--- config.mk ---
export PLATFORM = sky130hd
export DESIGN_NAME = debounce_scan_ctrl
export DESIGN_NICKNAME = d
export VERILOG_FILES = /design/src/rtl/debounce_pkg.sv /design/src/rtl/debounce_scan_ctrl_arbiter.sv /design/src/rtl/debounce_scan_ctrl.sv
export SDC_FILE = /design/constraint.sdc
export NUM_CORES = 1
export LEC_CHECK = 0
export BUFFER_PORTS_ARGS = -buffer_cell sky130_fd_sc_hd__buf_2
export CAP_MARGIN = 30
export CORE_MARGIN = 3
export CORE_UTILIZATION = 54
export DETAILED_ROUTE_END_ITERATION = 12
export PLACE_DENSITY = 0.81
export SYNTH_ARGS = -nofsm -noshare
export SYNTH_HDL_FRONTEND = slang
export SYNTH_SLANG_ARGS = --single-unit
--- constraint.sdc ---
create_clock -name i_clk -period 1.8 [get_ports i_clk]
set_input_delay 0.36 -clock i_clk [delete_from_list [all_inputs] [get_ports i_clk]]
set_output_delay 0.36 -clock i_clk [all_outputs]
set_load 0.03 [all_outputs]
--- src/rtl/debounce_pkg.sv ---
// Shared types and helpers for the scanned button debouncer.
package debounce_pkg;

    typedef enum logic {
        ST_IDLE = 1'b0,
        ST_SCAN = 1'b1
    } state_t;

    localparam state_t RST_STATE = ST_IDLE;
    localparam logic   RST_BIT   = 1'b0;

    function automatic int clog2(input int n);
        int r;
        r = 0;
        for (int i = 0; i < 31; i++) begin
            if ((1 << i) < n) r = i + 1;
        end
        return r;
    endfunction

endpackage

--- src/rtl/debounce_scan_ctrl_arbiter.sv ---
// Combinational round-robin pick: first set request at or after the pointer, wrapping.
module rr_arbiter
    import debounce_pkg::*;
#(
    parameter int NCH = 4,
    parameter int CHW = clog2(NCH)
) (
    input  logic [NCH-1:0] i_req,
    input  logic [CHW-1:0] i_ptr,
    output logic [CHW-1:0] o_grant,
    output logic           o_any
);

    // Walk offsets from far to near so the nearest request overwrites the rest.
    always_comb begin
        o_grant = '0;
        o_any   = 1'b0;
        for (int i = NCH - 1; i >= 0; i--) begin
            if (i_req[(int'(i_ptr) + i) % NCH]) begin
                o_grant = CHW'((int'(i_ptr) + i) % NCH);
                o_any   = 1'b1;
            end
        end
    end

endmodule

--- src/rtl/debounce_scan_ctrl.sv ---
// Time-multiplexed button debouncer with round-robin press-event handshake.
// Auto-repeat while held is built only when DEBOUNCE_AUTOREPEAT_EN is defined.
module debounce_scan_ctrl
    import debounce_pkg::*;
#(
    parameter int NCH       = 4,
    parameter int HIST      = 4,
    parameter int DIV       = 5000000,
    parameter int DIV_W     = 25,
    parameter int REP_TICKS = 50
) (
    input  logic                  i_clk,
    input  logic                  i_rst,
    input  logic [NCH-1:0]        i_btn,
    output logic [NCH-1:0]        o_level,
    output logic                  o_evt_valid,
    output logic [clog2(NCH)-1:0] o_evt_ch,
    input  logic                  i_evt_ready,
    output logic [NCH-1:0]        o_overrun,
    input  logic                  i_ovr_clr,
    output logic                  o_busy
);

    localparam int             CHW     = clog2(NCH);
    localparam logic [CHW-1:0] LAST_CH = CHW'(NCH - 1);

    if (DIV <= NCH + 1 || HIST < 2 || REP_TICKS < 1) begin : g_param_check
        $error("debounce_scan_ctrl: illegal parameter combination");
    end

    state_t           r_state;
    logic [CHW-1:0]   r_ch;
    logic [CHW-1:0]   r_ptr;
    logic [CHW-1:0]   r_evt_ch;
    logic [DIV_W-1:0] r_cnt;
    logic [NCH-1:0]   r_sync1;
    logic [NCH-1:0]   r_sync2;
    logic [NCH-1:0]   r_level;
    logic [NCH-1:0]   r_pend;
    logic [NCH-1:0]   r_overrun;
    logic [HIST-1:0]  r_hist [NCH];
    logic             r_evt_valid;
    logic             r_busy;

    logic             w_tick;
    logic             w_scan;
    logic [HIST-1:0]  w_hist_new;
    logic             w_lvl_new;
    logic             w_press;
    logic             w_rep_hit;
    logic             w_set;
    logic             w_consume;
    logic [NCH-1:0]   w_set_vec;
    logic [NCH-1:0]   w_clr_vec;
    logic [CHW-1:0]   w_grant;
    logic             w_any;

    assign w_tick     = (r_cnt == DIV_W'(DIV - 1));
    assign w_scan     = (r_state == ST_SCAN);
    assign w_hist_new = {r_hist[r_ch][HIST-2:0], r_sync2[r_ch]};
    // All ones sets, all zeros clears, any mix holds the previous level.
    assign w_lvl_new  = (&w_hist_new) | (r_level[r_ch] & (|w_hist_new));
    assign w_press    = w_scan & w_lvl_new & ~r_level[r_ch];

`ifdef DEBOUNCE_AUTOREPEAT_EN
    localparam int REPW = clog2(REP_TICKS + 1);
    logic [REPW-1:0] r_rep [NCH];

    assign w_rep_hit = w_scan & w_lvl_new & r_level[r_ch]
                     & (r_rep[r_ch] == REPW'(REP_TICKS - 1));

    always_ff @(posedge i_clk) begin
        if (i_rst) begin
            for (int i = 0; i < NCH; i++) r_rep[i] <= '0;
        end else if (w_scan) begin
            if (!w_lvl_new || w_rep_hit) r_rep[r_ch] <= '0;
            else if (r_level[r_ch])      r_rep[r_ch] <= r_rep[r_ch] + REPW'(1);
        end
    end
`else
    assign w_rep_hit = 1'b0;
`endif

    assign w_set     = w_press | w_rep_hit;
    assign w_consume = r_evt_valid & i_evt_ready;
    assign w_set_vec = w_set     ? (NCH'(1) << r_ch)     : '0;
    assign w_clr_vec = w_consume ? (NCH'(1) << r_evt_ch) : '0;

    always_ff @(posedge i_clk) begin
        if (i_rst) begin
            r_sync1 <= '0;
            r_sync2 <= '0;
            r_cnt   <= '0;
        end else begin
            r_sync1 <= i_btn;
            r_sync2 <= r_sync1;
            r_cnt   <= w_tick ? '0 : r_cnt + DIV_W'(1);
        end
    end

    // A tick arriving while scanning is simply not looked at.
    always_ff @(posedge i_clk) begin
        if (i_rst) begin
            r_state <= RST_STATE;
            r_ch    <= '0;
            r_busy  <= RST_BIT;
            r_level <= '0;
            for (int i = 0; i < NCH; i++) r_hist[i] <= '0;
        end else begin
            case (r_state)
                ST_IDLE: begin
                    if (w_tick) begin
                        r_state <= ST_SCAN;
                        r_ch    <= '0;
                        r_busy  <= 1'b1;
                    end
                end
                ST_SCAN: begin
                    r_hist[r_ch]  <= w_hist_new;
                    r_level[r_ch] <= w_lvl_new;
                    if (r_ch == LAST_CH) begin
                        r_state <= ST_IDLE;
                        r_ch    <= '0;
                        r_busy  <= 1'b0;
                    end else begin
                        r_ch <= r_ch + CHW'(1);
                    end
                end
                default: r_state <= ST_IDLE;
            endcase
        end
    end

    rr_arbiter #(.NCH(NCH), .CHW(CHW)) u_arb (
        .i_req   (r_pend),
        .i_ptr   (r_ptr),
        .o_grant (w_grant),
        .o_any   (w_any)
    );

    // Set beats a same-edge consume of the same channel, and that is not an overrun.
    always_ff @(posedge i_clk) begin
        if (i_rst) begin
            r_pend      <= '0;
            r_overrun   <= '0;
            r_ptr       <= '0;
            r_evt_valid <= RST_BIT;
            r_evt_ch    <= '0;
        end else begin
            r_pend    <= (r_pend & ~w_clr_vec) | w_set_vec;
            r_overrun <= (i_ovr_clr ? '0 : r_overrun) | (w_set_vec & r_pend & ~w_clr_vec);
            if (w_consume) begin
                r_evt_valid <= 1'b0;
                r_ptr       <= (r_evt_ch == LAST_CH) ? '0 : r_evt_ch + CHW'(1);
            end else if (!r_evt_valid && w_any) begin
                r_evt_valid <= 1'b1;
                r_evt_ch    <= w_grant;
            end
        end
    end

    assign o_level     = r_level;
    assign o_evt_valid = r_evt_valid;
    assign o_evt_ch    = r_evt_ch;
    assign o_overrun   = r_overrun;
    assign o_busy      = r_busy;

endmodule

==> summary.md, run 1 <==
| Metric | Value |
|---|---|
| DR iter-0 viols | `111` |
| Yosys warns | `0` |
| Cell Pwr Density | `809 nW/um^2` |
| Avg Cell Area, Syn | `9.69 um^2` |
| First-pass GRT wire length | `10300 um` |
| Overall routed net length | `6290 um` |
| Share of cells above drive strength 1 | `0.196` |
| Top_reg_cell synth | `dfxtp_1` |
| Largest net degree at the start of global routing | `44` |
| Clock Tree Buf Depth | `2` |
| Clock sinks | `68` |
| CTS root buf | `clkbuf_8` |
| FMAX | `591 MHz` |
| Hold WS | `0.229 ns` |
| Area leader, netlist | `dfxtp_1` |
| Port Buffers | `19` |
| CTS Buf Count | `9` |
| Latest clock arrival within the worst-skew pair | `0.34 ns` |
| Wire per inst | `14.6 um` |
| Final setup skew | `0.0111 ns` |
| Initial antenna violation count | `0` |
| Slew HR | `0.593` |
| Synth top cells by count | `dfxtp_1 (56), nor2_1 (30), nand2_1 (28)` |
| Final period util | `0.939` |
| Worst-margin pin slew | `0.605 ns` |
| Starting Density | `0.563` |
| Slew Limit Fails | `0` |
| Worst Hold Class | `in -> reg` |
| Clock-pin slew on the worst setup and hold paths | `0.07 ns` |
| Top post-synthesis cells by area | `dfxtp_1 (36%), edfxtp_1 (12%), a21oi_1 (3.8%), ha_1 (3.6%), mux4_2 (3.6%)` |
| Nets | `370` |
| H-tree levels | `3` |
| Total nets after synthesis | `339` |
| Die Ht | `82.0 um` |
| Critical Path RT | `2.02 ns` |
| Synth Instances | `322` |
| Period minus WS final | `1.69 ns` |
| Status | `completed` |
| Initial DRT Pass Iterations | `4` |
| GRT overflow | `0` |
| Leak Pwr | `1.30 nW` |
| Endpoints failing setup | `0` |
| Die X | `82.0 um` |
| Number of top-level pins | `20` |
| Routed Antenna Nets | `0` |
| Gpl congestion | `0.785` |
| Max Cap Viol | `0` |
| Util after Layout | `0.644` |
| Number of synthesized register bits | `68` |
| Sequential element share of the synthesized area | `0.475` |
| Arrival time worst endpoint | `1.91 ns` |
| CP Launch Type | `flip-flop` |
| Layout area overhead | `14.3%` |
| Core area | `5540 um^2` |
| Post-synth EDFFs | `12` |
| Top-count cell post-synth | `dfxtp_1` |
| TritonCTS clock tree | `built` |
| Synth cell types | `48` |
| Fillers | `450` |
| Endpoint kind of the worst setup timing path | `flip-flop` |
| Final hold violation count | `0` |
| CP Class | `reg -> reg` |
| DRC Markers | `0` |
| Synth top area share | `0.359` |
| Post-Syn Area | `3120 um^2` |
| Vias in the first global route | `2268` |
| Via Count | `2447` |
| Worst vdd ir | `698 uV` |
| Peak fanout along the critical path | `4` |
| GR Util All Layers | `0.201` |
| Die area | `6730 um^2` |
| Antenna cell count | `0` |
| Final HPWL DP | `4520 um` |
| Share of synthesized flip-flops with an asynchronous set or reset | `0` |
| Post-DR vias/cell | `5.69` |
| Cell row count | `27` |
## routing by layer
metal  wire length, um  up-vias  GRT usage
li1                  -     1218          -
met2              3250       44      0.347
met3               218       12     0.0614
met1              2700     1173      0.233
met5                 0        -          0
met4               119        0     0.0797
## sequential cells by signal, summed over array words and instances (netlist names), 2 cells and up, named ones only
register   flops
o_evt_ch       2
o_level        4
o_overrun      4
r_ch           2
r_cnt         25
r_hist        12
r_pend         4
r_ptr          2
r_sync1        4
r_sync2        4
## final timing paths
kind | startpoint | end | slack (ns) | cells after the start
worst max-delay path | r_ch[0]$_SDFFE_PP0N_ | o_level[2]$_SDFFE_PP0P_ | 0.11 | 4
worst min-delay path | i_btn[0] | r_sync1[0]$_SDFF_PP0_ | 0.23 | 2
worst max register to register | r_ch[0]$_SDFFE_PP0N_ | o_level[2]$_SDFFE_PP0P_ | 0.11 | 4
worst min register to register | r_cnt[0]$_SDFF_PP0_ | r_cnt[0]$_SDFF_PP0_ | 0.44 | 1
## logic make-up (layout without fill, tap and decap cells)
family	Yosys count	count (layout)	share of synthesized area
and+or+nand+nor	135	135	0.239
xor gates and xnor gates	13	13	0.0365
muxes	9	9	0.0497
AOI/OAI and AO/OA	59	59	0.123
adders and majority gates	9	9	0.0361
buffers and inverters	29	65	0.0417
DFF	68	68	0.475
## report_power, final
part / internal [W] / switching, W / leakage (nW)
combinational: 0.0000416 / 0.0000507 / 0.632
clock: 0.000637 / 0.000579 / 0.0862
sequential: 0.00157 / 0.0000105 / 0.577
total: 0.00225 / 0.000640 / 1.30
## worst max-delay path: stages, from the launching register on
cell and delay [ns]:
dfxtp_1 0.40, mux4_2 0.56, o31a_1 0.31, o22ai_2 0.20, o31ai_1 0.10
## cell type report
cell class | instances | area (um^2) | area share
multi-input cells | 225 | 1520 | 0.425
flip-flops and latches | 68 | 1480 | 0.415
repair buffers | 37 | 243 | 0.0680
clock buffers | 10 | 128 | 0.0358
well taps | 72 | 90.1 | 0.0252
clock inverters | 6 | 65.1 | 0.0182
inverters | 12 | 45.0 | 0.0126
## what timing repair did
item / in CTS / in global routing
endpoints found under the setup margin: 0 / 4
buffers inserted: 0 / 1
gates resized for setup: 0 / 1
hold buffers: 0 / 0
## through the flow
stage	std cells	setup slack, ns	power, W	instance area, um^2	setup TNS, ns
floorplan	322	0.106	0.00167	3120	0
CTS	429	0.122	0.00291	3550	0
global placement	413	0.166	0.00170	3360	0
detailed placement	413	0.141	0.00171	3360	0
global route	430	-0.000512	0.00299	3570	-0.000512
finish	430	0.109	0.00289	3570	0
## placed cells by master (no fill, tap or decap), types with 3 or more instances in the layout
cell,netlist,final
or3b_2,3,3
nand3_1,12,12
o21ai_0,7,7
nor2_1,30,30
buf_4,2,17
o31ai_1,15,15
ha_1,9,9
and3_1,6,6
mux4_2,5,5
and4_1,5,5
nor2b_1,10,10
clkbuf_8,0,9
xor2_1,11,11
nand2b_1,5,5
dfxtp_1,56,56
nand2_1,28,28
a21oi_1,24,24
clkinvlp_4,0,3
a31o_2,3,3
edfxtp_1,12,12
inv_1,12,12
buf_2,5,19
or3_1,4,4
nand3b_1,4,4
nand4_1,8,8
or4_1,7,7
and2_1,3,3
(Power assumes the default switching activity.)
==> run 2, diff against run 1 <==
--- a/config.mk
+++ b/config.mk
@@ -10,7 +10,7 @@
 export CORE_MARGIN = 3
 export CORE_UTILIZATION = 54
 export DETAILED_ROUTE_END_ITERATION = 12
-export PLACE_DENSITY = 0.81
+export PLACE_DENSITY_LB_ADDON = 0.05
 export SYNTH_ARGS = -nofsm -noshare
 export SYNTH_HDL_FRONTEND = slang
 export SYNTH_SLANG_ARGS = --single-unit
==> constraint.sdc (replaced) <==
create_clock -name i_clk -period 1.5 [get_ports i_clk]
set_input_delay 0.3 -clock i_clk [delete_from_list [all_inputs] [get_ports i_clk]]
set_output_delay 0.3 -clock i_clk [all_outputs]
set_load 0.03 [all_outputs]
==> run 2 against run 1 <==
  * The run now ends with setup timing left
  * Clock power grew 52%
  * Non-clock buffer count grew 40
  * Global-route usage grew 0.78 points
  * Sequential cell count is the same
  * Critical path type unchanged
  * Largest cell class unchanged
  * Largest power group unchanged
==> summary.md, run 2 (synthesis gave the netlist of run 1 again) <==
| Metric | Value |
|---|---|
| Status | `complete, but fails checks` |
| Initial DRT Pass Iterations | `5 (+1)` |
| Pre-CTS worst setup slack | `-0.0804 ns (-0.222 ns)` |
| GRT overflow | `0 (unchanged)` |
| Max reg flops | `25 (unchanged)` |
| Die Ht | `82.0 um (unchanged)` |
| CTS root buf | `clkbuf_8` |
| Initial antenna violation count | `0 (unchanged)` |
| Wire per inst | `15.3 um (+4.3%)` |
| Cell row count | `27 (unchanged)` |
| Power, Total | `0.00389 W (+35%)` |
| FMAX | `617 MHz (+4.4%)` |
| CTS Buf Count | `9 (unchanged)` |
| Routed Antenna Nets | `0 (unchanged)` |
| GR Util All Layers | `0.209 (+0.00776)` |
| Clock share of power | `0.478 (+0.057)` |
| Fillers | `367 (-18%)` |
| Hold WS | `0.164 ns (-0.0651 ns)` |
| Post-DR vias/cell | `5.61 (-1.5%)` |
| H-tree levels | `3 (unchanged)` |
| Most frequent cells in the layout | `buf_4 (50), dfxtp_1 (37), nand2_1 (28), nor2_1 (28), buf_2 (20)` |
| Sw Ratio | `0.205 (-0.0169)` |
| Clock sinks | `68 (unchanged)` |
| CP Class | `reg -> reg` |
| Vias in the first global route | `2355 (+3.8%)` |
| FF-to-FF setup slack | `-0.12 ns (-0.23 ns)` |
| Hold Path Depth | `2 (unchanged)` |
| Multi-input logic area | `1710 um^2 (+13%)` |
| Reg2Reg Capture Point | `r_cnt[15]$_SDFF_PP0_` |
| Final period util | `1.08 (+0.140)` |
| RSZ-0062 raised after global routing | `yes` |
| Endpoints failing setup | `40 (+40)` |
| Slew Limit Fails | `0 (unchanged)` |
| Share of cells above drive strength 1 | `0.409 (+0.213)` |
| First-pass GRT wire length | `10800 um (+5.0%)` |
| Die X | `82.0 um (unchanged)` |
| Number of top-level pins | `20 (unchanged)` |
| Flip-flop and latch area | `1510 um^2 (+1.9%)` |
| Worst vdd ir | `629 uV (-9.8%)` |
| TritonCTS clock tree | `built` |
| Via Count | `2640 (+7.9%)` |
| Top flop regs | `r_cnt (25), r_hist (12)` |
| Commonest non-fill, non-tap cell in the layout | `buf_4` |
| Period minus WS final | `1.62 ns (-0.0711 ns)` |
| Overall routed net length | `7190 um (+14%)` |
| Arrival time worst endpoint | `1.84 ns (-0.07 ns)` |
| Worst Hold Class | `in -> reg` |
| Antenna cell count | `0 (unchanged)` |
| Endpoint kind of the worst setup timing path | `flip-flop` |
| Sink of the worst hold path | `r_sync1[0]$_SDFF_PP0_` |
| Cell Pwr Density | `930 nW/um^2 (+15%)` |
| Clock-pin slew on the worst setup and hold paths | `0.08 ns (about the same)` |
| Clock Tree Buf Depth | `2 (unchanged)` |
| Latest clock arrival within the worst-skew pair | `0.34 ns (about the same)` |
| Internal power | `0.00310 W (+38%)` |
| Layout area overhead | `34.2%` |
| Final hold violation count | `0 (unchanged)` |
| Nets | `411 (+11%)` |
| Final setup skew | `0.00955 ns (-0.00159 ns)` |
| Peak fanout along the critical path | `6 (+2)` |
| Gpl congestion | `0.791 (+0.70%)` |
| Largest net degree at the start of global routing | `44 (unchanged)` |
| Port Buffers | `19 (unchanged)` |
| Leak Pwr | `1.56 nW (+20%)` |
| Starting Density | `0.563 (unchanged)` |
| Most flops, register | `r_cnt` |
| Worst-margin pin slew | `0.406 ns (-0.199 ns)` |
| CP Launch Type | `flip-flop` |
| Critical Path RT | `1.72 ns (-0.30 ns)` |
| Reg2reg start | `r_cnt[3]$_SDFF_PP0_` |
| Worst hold start | `i_btn[0]` |
| Reg power frac | `0.485 (-0.062)` |
| Final HPWL DP | `4540 um (+0.63%)` |
| Core area | `5540 um^2 (unchanged)` |
| Slew HR | `0.727 (+0.134)` |
| DRC Markers | `0 (unchanged)` |
| Comb power frac | `0.037 (+0.005)` |
| Failing checks | `setup timing` |
| Setup ws final | `-0.120 ns (-0.229 ns)` |
| Die area | `6730 um^2 (unchanged)` |
| Max Cap Viol | `0 (unchanged)` |
| Net Sw Power | `0.000798 W (+25%)` |
| DR iter-0 viols | `190 (+71%)` |
| Path depth of the worst reg2reg path | `7 (+3)` |
run 2: stage by stage:
step / TNS (ns) / area [um^2] / instances / util
global placement: -0.933 / 3610 / 443 / 0.652
CTS: -0.656 / 3930 / 460 / 0.708
floorplan: -0.483 / 3160 / 322 / -
global route: -4.95 / 4190 / 471 / 0.756
finish: -1.71 / 4190 / 471 / 0.756
detailed placement: -0.650 / 3610 / 443 / 0.652
run 2: worst max-delay path by stage:
stage,from,to,slack (ns),cells after the start
2_1_floorplan,flip-flop,o_level[3]$_SDFFE_PP0P_,-0.07,5
3_3_place_gp,r_cnt[24]$_SDFF_PP0_,r_state$_SDFF_PP0_,-0.05,4
3_5_place_dp,r_ch[1]$_SDFFE_PP0N_,o_overrun[0]$_SDFF_PP0_,-0.08,4
4_1_cts,r_hist[3][0]$_DFFE_PP_,o_level[0]$_SDFFE_PP0P_,-0.08,4
5_1_grt,r_cnt[3]$_SDFF_PP0_,r_cnt[15]$_SDFF_PP0_,-0.16,7
6_report,r_cnt[3]$_SDFF_PP0_,r_cnt[15]$_SDFF_PP0_,-0.12,7
run 2: area by class of cell:
cell class,instances,share of cell area
Sequential cell,68,0.361
Timing Repair Buffer,77,0.140
Inverter,12,0.0108
Clock inverter,6,0.0263
Clock buffer,10,0.0329
Multi-Input combinational cell,226,0.408
Tap cell,72,0.0215
run 2: layer usage:
layer  track usage  routed length [um]
met2         0.335                3520
met4        0.0847                  81
met3        0.0493                 283
met5             0                   0
met1         0.271                3300
run 2: power groups by stage:
stage               clock network [W]  logic [W]  registers [W]
floorplan                           0  0.0000696        0.00193
global placement                    0   0.000117        0.00193
detailed placement                  0   0.000119        0.00194
CTS                           0.00189   0.000122        0.00189
global route                  0.00197   0.000156        0.00189
finish                        0.00186   0.000144        0.00189
run 2: what timing repair did:
item,CTS,global route
buffers inserted,1,7
setup endpoints to repair,46,45
pin swaps,4,10
cloned,0,4
hold buffers,0,0
resized for setup,17,41
run 2: worst max-delay path: stages, from the launching register on:
cell     delay [ns]
dfxtp_2        0.34
and4_1         0.22
buf_6          0.14
buf_6          0.12
nand4_1        0.13
buf_4          0.18
o21ai_0        0.26
a21oi_2        0.10
==> run 3, diff against run 2 <==
--- a/config.mk
+++ b/config.mk
@@ -9,6 +9,7 @@
 export CAP_MARGIN = 30
 export CORE_MARGIN = 3
 export CORE_UTILIZATION = 54
+export CTS_CLUSTER_SIZE = 12
 export DETAILED_ROUTE_END_ITERATION = 12
 export PLACE_DENSITY_LB_ADDON = 0.05
 export SYNTH_ARGS = -nofsm -noshare
==> constraint.sdc (replaced) <==
create_clock -name i_clk -period 1.3 [get_ports i_clk]
set_input_delay 0.26 -clock i_clk [delete_from_list [all_inputs] [get_ports i_clk]]
set_output_delay 0.26 -clock i_clk [all_outputs]
set_load 0.03 [all_outputs]
==> run 3 against run 2 <==
  * The flow still finishes with violations (setup timing)
  * Sequential cell count stayed put
  * Via count is 0.68% higher
  * Clock skew is 0.0026 ns lower
  * Sequential share of layout area is 0.33 points lower
  * Worst hold slack worse by 0.038 ns
  * Count of clock-buffer cells in the layout is 1 higher
  * Sequential power is 15% higher
  * Die area stayed put
  * Non-clock buffer count is 11 higher
  * Critical path type unchanged
  * Critical endpoint is now o_level[0]$_SDFFE_PP0P_
==> summary.md, run 3 (synthesis gave the netlist of run 1 again) <==
| Metric | Value |
|---|---|
| Wire per inst | `15.1 um (-0.74%)` |
| Hold WS | `0.125 ns (-0.0384 ns)` |
| Fillers | `385 (+4.9%)` |
| DRC Markers | `0 (unchanged)` |
| Clock sinks | `68 (unchanged)` |
| Max Cap Viol | `0 (unchanged)` |
| Die Ht | `82.0 um (unchanged)` |
| Die area | `6730 um^2 (unchanged)` |
| GRT overflow | `0 (unchanged)` |
| Initial DRT Pass Iterations | `4 (-1)` |
| Worst vdd ir | `620 uV (-1.4%)` |
| Final setup skew | `0.00699 ns (-0.00256 ns)` |
| Number of top-level pins | `20 (unchanged)` |
| Nets | `421 (+2.4%)` |
| DR iter-0 viols | `125 (-34%)` |
| Max reg flops | `25 (unchanged)` |
| CTS root buf | `clkbuf_8` |
| Overall routed net length | `7280 um (+1.4%)` |
| Worst-margin pin slew | `0.305 ns (-0.100 ns)` |
| H-tree levels | `3 (unchanged)` |
| Slew Limit Fails | `0 (unchanged)` |
| Endpoint kind of the worst setup timing path | `flip-flop` |
| Cell Pwr Density | `903 nW/um^2 (-2.8%)` |
| Critical Path RT | `1.53 ns (-0.19 ns)` |
| Layout area overhead | `36.1%` |
| Post-DR vias/cell | `5.53 (-1.4%)` |
| Multi-input logic area | `1730 um^2 (+1.4%)` |
| Failing checks | `setup timing` |
| Status | `complete, but fails checks` |
| CP Class | `reg -> reg` |
| Arrival time worst endpoint | `1.86 ns (+0.02 ns)` |
| Most frequent cells in the layout | `buf_4 (58), dfxtp_1 (31), nand2_1 (28)` |
| Pre-CTS worst setup slack | `-0.290 ns (-0.209 ns)` |
| Clock-pin slew on the worst setup and hold paths | `0.07 ns (about the same)` |
| FMAX | `611 MHz (-1.1%)` |
| Via Count | `2658 (+0.68%)` |
| Endpoints failing setup | `51 (+28%)` |
| Die X | `82.0 um (unchanged)` |
| Cell row count | `27 (unchanged)` |
| CP Launch Type | `flip-flop` |
| Util after Layout | `0.767 (+0.0108)` |
| Clock Tree Buf Depth | `2 (unchanged)` |
| Core area | `5540 um^2 (unchanged)` |
| GR Util All Layers | `0.221 (+0.0119)` |
| Commonest non-fill, non-tap cell in the layout | `buf_4` |
| TritonCTS clock tree | `built` |
| Initial antenna violation count | `0 (unchanged)` |
| Gpl congestion | `0.808 (+2.2%)` |
| Final cell count without fillers | `481 (+2.1%)` |
| Worst Hold Class | `in -> reg` |
| RSZ-0062 raised after global routing | `yes` |
| Largest net degree at the start of global routing | `23 (-48%)` |
| Flip-flop and latch area | `1520 um^2 (+0.50%)` |
| Final HPWL DP | `4660 um (+2.5%)` |
| Antenna cell count | `0 (unchanged)` |
| Top flop regs | `r_cnt (25), r_hist (12)` |
| CTS Buf Count | `9 (unchanged)` |
| Period minus WS final | `1.64 ns (+0.0174 ns)` |
| Most flops, register | `r_cnt` |
| Port Buffers | `19 (unchanged)` |
| Vias in the first global route | `2511 (+6.6%)` |
| Peak fanout along the critical path | `4 (-2)` |
| Setup ws final | `-0.337 ns (-0.217 ns)` |
| Leak Pwr | `1.58 nW (+1.3%)` |
| Fin Setup TNS | `-10.50 ns (-8.79 ns)` |
| Final hold violation count | `0 (unchanged)` |
| First-pass GRT wire length | `11300 um (+5.1%)` |
| Share of cells above drive strength 1 | `0.443 (+0.0340)` |
| Slew HR | `0.796 (+0.0688)` |
| Latest clock arrival within the worst-skew pair | `0.34 ns (about the same)` |
| Starting Density | `0.563 (unchanged)` |
| Routed Antenna Nets | `0 (unchanged)` |
| Final period util | `1.26 (+0.179)` |
| Placed insts | `456 (+2.9%)` |
-- run 3: changes by cell type in the layout (fill, tap and decap cells not counted), moves of 4 or more --
cell and delta:
buf_4 +8, dfxtp_1 -6, nor2_2 +4, clkinv_2 +4, nor2_1 -8, dfxtp_2 +6
nor2_4 +4, nand3_2 -4
-- run 3: layer usage --
metal,global-route usage,up-vias,part of all wire
li1,-,1323,-
met1,0.280,1275,0.46
met2,0.363,46,0.50
met3,0.0373,14,0.028
met4,0.111,0,0.018
met5,0,-,0
-- run 3: repair_timing --
item | 4_1_cts | 5_1_grt
endpoints found under the hold margin | 0 | 0
resized for setup | 28 | 38
hold buffers | 0 | 0
cloned | 2 | 0
endpoints found under the setup margin | 51 | 54
setup buffers | 7 | 3
pin swaps | 8 | 5
-- run 3: where the power goes --
part | switching (W) | total (W) | internal [W]
registers | 0.0000144 | 0.00218 | 0.00217
clock network | 0.000791 | 0.00147 | 0.000683
logic | 0.0000932 | 0.000182 | 0.0000888
total | 0.000899 | 0.00384 | 0.00294
-- run 3: layout make-up --
cell class	count	area share
Sequential cell	68	0.357
Timing Repair Buffer	88	0.165
Multi-Input combinational cell	225	0.408
Tap cell	72	0.0212
Inverter	12	0.0106
Clock buffer	11	0.0309
Clock inverter	5	0.00677
-- run 3: critical path, stage by stage (launching register included) --
cell and delay, ns:
edfxtp_1 0.42, mux4_2 0.50, o31a_1 0.36, o22ai_4 0.16, o31ai_1 0.09
-- run 3: final timing paths --
path / endpoint / cells past startpoint / slack, ns / start
hold / removal: r_sync1[1]$_SDFF_PP0_ / 2 / 0.13 / i_btn[1]
setup reg to reg: o_level[0]$_SDFFE_PP0P_ / 4 / -0.34 / r_hist[0][0]$_SDFFCE_PN0P_
hold reg to reg: r_sync2[0]$_SDFF_PP0_ / 1 / 0.44 / r_sync1[0]$_SDFF_PP0_
setup / recovery: o_level[0]$_SDFFE_PP0P_ / 4 / -0.34 / r_hist[0][0]$_SDFFCE_PN0P_
-- run 3: through the flow --
| step | power (W) | area, um^2 |
|---|---|---|
| 5_1_grt | 0.00397 | 4250 |
| 2_1_floorplan | 0.00232 | 3250 |
| 3_3_place_gp | 0.00238 | 3780 |
| 4_1_cts | 0.00386 | 4160 |
| 3_5_place_dp | 0.00238 | 3780 |
| 6_report | 0.00384 | 4250 |
